--- src/rtl/alu32_pkg.sv ---
// Shared definitions for the alu32 issue stage: ALU select codes and the
// packed command layout {op, a, b, acc} stored in the command FIFO.
package alu32_pkg;

    localparam int OP_W = 3;

    localparam logic [OP_W-1:0] OP_AND  = 3'd0;
    localparam logic [OP_W-1:0] OP_OR   = 3'd1;
    localparam logic [OP_W-1:0] OP_ADD  = 3'd2;
    localparam logic [OP_W-1:0] OP_XOR  = 3'd3;
    localparam logic [OP_W-1:0] OP_ADDC = 3'd4;
    localparam logic [OP_W-1:0] OP_SRA  = 3'd5;
    localparam logic [OP_W-1:0] OP_SL   = 3'd6;
    localparam logic [OP_W-1:0] OP_NOR  = 3'd7;

    // Packed command width for a given operand width: op + a + b + acc flag.
    function automatic int cmd_width(input int w);
        return OP_W + 2 * w + 1;
    endfunction

endpackage

--- src/rtl/alu32_cmd_fifo.sv ---
// Synchronous DEPTH-entry FIFO holding packed ALU commands. Push is ignored
// when full and pop is ignored when empty.
module alu32_cmd_fifo #(
    parameter int DEPTH = 4,
    parameter int DW    = 68
) (
    input  logic                       clk,
    input  logic                       rst,
    input  logic                       i_push,
    input  logic [DW-1:0]              i_data,
    input  logic                       i_pop,
    output logic [DW-1:0]              o_data,
    output logic                       o_full,
    output logic                       o_empty,
    output logic [$clog2(DEPTH+1)-1:0] o_count
);

    localparam int PW   = $clog2(DEPTH);
    localparam int CNTW = $clog2(DEPTH + 1);

    logic [DW-1:0]   r_mem [DEPTH];
    logic [PW-1:0]   r_wr_ptr;
    logic [PW-1:0]   r_rd_ptr;
    logic [CNTW-1:0] r_count;
    logic            w_do_push;
    logic            w_do_pop;

    assign o_full    = (r_count == CNTW'(DEPTH));
    assign o_empty   = (r_count == '0);
    assign o_count   = r_count;
    assign o_data    = r_mem[r_rd_ptr];
    assign w_do_push = i_push && !o_full;
    assign w_do_pop  = i_pop && !o_empty;

    always_ff @(posedge clk) begin
        if (w_do_push) begin
            r_mem[r_wr_ptr] <= i_data;
        end
    end

    // DEPTH is a power of two, so pointers wrap by natural overflow.
    always_ff @(posedge clk) begin
        if (rst) begin
            r_wr_ptr <= '0;
            r_rd_ptr <= '0;
            r_count  <= '0;
        end else begin
            if (w_do_push) r_wr_ptr <= r_wr_ptr + 1'b1;
            if (w_do_pop)  r_rd_ptr <= r_rd_ptr + 1'b1;
            case ({w_do_push, w_do_pop})
                2'b10:   r_count <= r_count + 1'b1;
                2'b01:   r_count <= r_count - 1'b1;
                default: r_count <= r_count;
            endcase
        end
    end

endmodule

--- src/rtl/alu32_issue.sv ---
// Issue stage for alu32: queues commands, drives the ALU from the FIFO head,
// captures the result on a valid/ready port and keeps a chaining accumulator.
module alu32_issue
    import alu32_pkg::*;
#(
    parameter int DEPTH = 4,
    parameter int WIDTH = 32
) (
    input  logic             clk,
    input  logic             rst,
    input  logic             cmd_valid,
    output logic             cmd_ready,
    input  logic [2:0]       cmd_op,
    input  logic [WIDTH-1:0] cmd_a,
    input  logic [WIDTH-1:0] cmd_b,
    input  logic             cmd_acc,
    input  logic             acc_clear,
    output logic [WIDTH-1:0] alu_A,
    output logic [WIDTH-1:0] alu_B,
    output logic [2:0]       alu_select,
    input  logic [WIDTH-1:0] alu_out,
    output logic             res_valid,
    input  logic             res_ready,
    output logic [WIDTH-1:0] res_data,
    output logic             res_zero,
    output logic [WIDTH-1:0] acc_value
);

    localparam int CW   = cmd_width(WIDTH);
    localparam int CNTW = $clog2(DEPTH + 1);

    logic [CW-1:0]    w_push_data;
    logic [CW-1:0]    w_head;
    logic             w_full;
    logic             w_empty;
    logic [CNTW-1:0]  w_count;
    logic             w_issue;
    logic [OP_W-1:0]  w_head_op;
    logic [WIDTH-1:0] w_head_a;
    logic [WIDTH-1:0] w_head_b;
    logic             w_head_acc;
    logic             r_res_valid;
    logic [WIDTH-1:0] r_res_data;
    logic [WIDTH-1:0] r_acc;

    assign w_push_data = {cmd_op, cmd_a, cmd_b, cmd_acc};
    assign w_head_op   = w_head[CW-1 -: OP_W];
    assign w_head_a    = w_head[CW-OP_W-1 -: WIDTH];
    assign w_head_b    = w_head[WIDTH:1];
    assign w_head_acc  = w_head[0];

    // cmd_ready looks only at registered occupancy, so a full FIFO refuses a
    // push even on a cycle that also pops.
    assign cmd_ready = !w_full && !rst;
    assign w_issue   = !w_empty && (!r_res_valid || res_ready);

    alu32_cmd_fifo #(
        .DEPTH (DEPTH),
        .DW    (CW)
    ) u_fifo (
        .clk     (clk),
        .rst     (rst),
        .i_push  (cmd_valid && cmd_ready),
        .i_data  (w_push_data),
        .i_pop   (w_issue),
        .o_data  (w_head),
        .o_full  (w_full),
        .o_empty (w_empty),
        .o_count (w_count)
    );

    always_comb begin
        alu_A      = '0;
        alu_B      = '0;
        alu_select = '0;
        if (!w_empty) begin
            alu_A      = w_head_acc ? r_acc : w_head_a;
            alu_B      = w_head_b;
            alu_select = w_head_op;
        end
    end

    always_ff @(posedge clk) begin
        if (rst) begin
            r_res_valid <= 1'b0;
            r_res_data  <= '0;
            r_acc       <= '0;
        end else begin
            if (w_issue) begin
                r_res_valid <= 1'b1;
                r_res_data  <= alu_out;
            end else if (res_ready) begin
                r_res_valid <= 1'b0;
            end
            // Clear beats a coincident issue; res_data still captures the result.
            if (acc_clear)    r_acc <= '0;
            else if (w_issue) r_acc <= alu_out;
        end
    end

    assign res_valid = r_res_valid;
    assign res_data  = r_res_data;
    assign res_zero  = (r_res_data == '0);
    assign acc_value = r_acc;

    a_count_bound: assert property (@(posedge clk) w_count <= CNTW'(DEPTH));

endmodule

--- config.mk ---
export PLATFORM = sky130hd
export DESIGN_NAME = alu32_issue
export DESIGN_NICKNAME = d
export VERILOG_FILES = /design/src/rtl/alu32_pkg.sv /design/src/rtl/alu32_cmd_fifo.sv /design/src/rtl/alu32_issue.sv
export SDC_FILE = /design/constraint.sdc
export NUM_CORES = 1
export LEC_CHECK = 0
export ABC_CLOCK_PERIOD_IN_PS = 5500
export CORE_MARGIN = 10
export CORE_UTILIZATION = 45
export CTS_CLUSTER_SIZE = 28
export DETAILED_ROUTE_END_ITERATION = 10
export PLACE_DENSITY = 0.7
export SETUP_SLACK_MARGIN = 0.15
export SYNTH_ARGS = -nofsm -noshare
export SYNTH_HDL_FRONTEND = slang
export SYNTH_SLANG_ARGS = --single-unit
--- constraint.sdc ---
create_clock -name clk -period 5.5 [get_ports clk]
set_input_delay 1.1 -clock clk [delete_from_list [all_inputs] [get_ports clk]]
set_output_delay 1.1 -clock clk [all_outputs]
set_load 0.02 [all_outputs]
==> metrics.md <==
| Metric | Value |
|---|---|
| Critical path class | reg2out |
| Avg Cell Area, Syn | 16.8 µm² |
| Largest net degree at the start of global routing | 69 |
| Bufs on Longest Clock Path | 3 |
| Status | complete, no violations |
| Post-CTS Hold Fix Bufs | 0 |
| Total Routing Usage GR | 17.7% |
| Hold WS | 496 ps |
| Distinct cell type count after synthesis | 29 |
| Mapped cell area | 13300 µm² |
| Max Fclk | 230 MHz |
| Largest cells by area after synthesis | edfxtp_1, mux4_2, dfxtp_1, a21oi_1, mux2i_1 |
| Nets | 1136 |
| WP data required | 4400 ps |
| Rows | 62 |
| DRC violations left | 0 |
| Sink Count | 346 |
| Post-Syn Nets | 903 |
| Area of the multi-input gates | 3370 µm² |
| Grt total ovfl | 0 |
| Worst-path clk slew | 60 ps |
| First-pass GRT wire length | 50100 µm |
| Max Transition Viols Final | 0 |
| RSZ-0062 raised after global routing | false |
| Io pins | 239 |
| Cell Pwr Density | 496 nW/µm² |
| Ys async rst share | 0% |
| Routed len/inst | 23.2 µm |
| Die W | 192 µm |
| H-tree depth | 2 |
| Setup bufs post-CTS | 0 |
| Area leader, netlist | edfxtp_1 |
| Pin slew with the least headroom to its limit | 1130 ps |
| Most common cell after layout, fill and taps aside | edfxtp_1 |
| Count of final setup violators | 0 |
| Final Hold Vio Count | 0 |
| Quantity of gates resized following cts | 0 |
| Placer Congestion | 0.800 |
| Crit path max fanout | 37 |
| Initial drt markers | 483 |
| Routed vias/inst | 5.47 |
| Synth-to-Final Area Change | 30.5% |
| Placed Area | 16100 µm² |
| Post-Synthesis Cells | 792 |
| First-pass DRT Iterations | 5 |
| Detailed-route via count | 7885 |
| CTS tree | built |
| Top-area cell type share of the netlist area | 61.3% |
| Final instance area | 17400 µm² |
| Worst skew pair latency | 510 ps |
| Die footprint | 36900 µm² |
| FILL cells | 2201 |
| Initial antenna violation count | 4 |
| Layout Skew | 15.7 ps |
| Post-route ant nets | 0 |
| Worst VDD drop | 335 µV |
| FF+latch count, synth | 346 |
| Final Cycle Share | 79.1% |
| Final TNS setup | 0 ps |
| Relative slew slack | 24.4% |
| Dpl hpwl | 21700 µm |
| Starting density of the core | 46.1% |
| Worst Hold Class | reg2reg |
| Num CTS Buffers | 38 |
| CORE AREA | 28900 µm² |
| Count of maximum capacitance violations | 0 |
| Final Critical Period | 4350 ps |
| CTS root buffer | clkbuf_16 |
| Sequential cell area | 9660 µm² |
| # placed instances | 1369 |
| Critical Path Source Type | flip-flop |
| Share of layout cells above drive strength 1 | 14.2% |
| Number of global-route vias before repair | 8265 |
| WL final | 33400 µm |
| I/O Buffers | 238 |
| Worst Setup End Kind | output pin |
| Post-synth top flop | edfxtp_1 |
| Number of synthesized flops with an enable pin | 272 |
| Die Span Y | 192 µm |
| Final Non-Filler Cells | 1441 |
| Most frequent cells in the layout | edfxtp_1, clkdlybuf4s50_1, dfxtp_1 |
| Yosys warning count | 0 |
| Static leakage | 5.69 nW |
| Register area share after synthesis | 72.4% |
| CP Data Arrival Time | 3250 ps |
==> cells in the mapped netlist (all sizes together), types with 25 or more instances <==
master and number:
mux4 68, clkbuf 34, a21oi 71, nand3 33, o21ai 66, dfxtp 74, nor2 39, and2 39
buf 25, edfxtp 272, mux2i 32
==> layout make-up <==
cell class | instances | share of cell area [%]
antenna | 4 | 0.0575
tap | 384 | 2.76
multi-input combinational | 379 | 19.4
clock inverter | 19 | 1.30
inverter | 8 | 0.173
timing repair buffer | 252 | 14.6
sequential | 346 | 55.5
clock buffer | 49 | 6.25
==> registers in the layout, summed over array words and instances (netlist names), named ones only <==
register         count
u_fifo.r_wr_ptr      2
u_fifo.r_mem       272
u_fifo.r_rd_ptr      2
res_valid            1
acc_value           32
res_data            32
u_fifo.o_count       3
==> worst paths after layout <==
check	slack [ps]	from	cells past startpoint	to
min reg2reg	500	acc_value[1]$_SDFFE_PP0P_	2	acc_value[1]$_SDFFE_PP0P_
max	1150	flip-flop	4	alu_A[26]
max reg2reg	3020	u_fifo.o_count[2]$_SDFFE_PP0P_	9	u_fifo.o_count[2]$_SDFFE_PP0P_
min	500	acc_value[1]$_SDFFE_PP0P_	2	acc_value[1]$_SDFFE_PP0P_
==> stage by stage <==
stage	power [W]	setup slack [ps]	util (%)
5_1_grt	0.00903	899	60.1
3_5_place_dp	0.00610	1600	55.6
6_report	0.00862	1150	60.1
2_1_floorplan	0.00493	1750	-
3_3_place_gp	0.00607	1620	55.6
4_1_cts	0.00874	1050	60.1
==> power breakdown <==
| group | switching (W) | internal (W) | leakage [nW] |
|---|---|---|---|
| clock | 0.000994 | 0.00163 | 0.646 |
| sequential | 0.000168 | 0.00303 | 3.08 |
| combinational | 0.00154 | 0.00125 | 1.97 |
| total | 0.00270 | 0.00592 | 5.69 |
==> layer usage <==
metal	wire length, µm	part of all wire [%]	vias up	GRT usage (%)
met5	13	0.039	-	0
met4	587	1.8	2	4.53
met3	2950	8.8	53	5.31
met2	16100	48	272	29.2
met1	13800	41	3994	22.5
li1	-	-	3564	-
==> cell families (layout without fill, tap and decap cells) <==
| group | Yosys count | in the layout | synth area share, % |
|---|---|---|---|
| simple gates | 131 | 131 | 5.12 |
| other cells | 0 | 4 | 0 |
| mux | 101 | 101 | 14.0 |
| fa+ha+maj | 6 | 6 | 0.620 |
| flops | 346 | 346 | 72.4 |
| buf+inv | 67 | 328 | 2.50 |
| xor+xnor | 2 | 2 | 0.131 |
| compound gates | 139 | 139 | 5.26 |
==> worst max-delay path, cell delays in order (launching register included) <==
cell	delay, ps
dfxtp_4	680
mux4_2	1090
mux2i_1	180
nor2_1	150
clkdlybuf4s50_1	620
No activity file was read; power rests on OpenSTA's default activity.
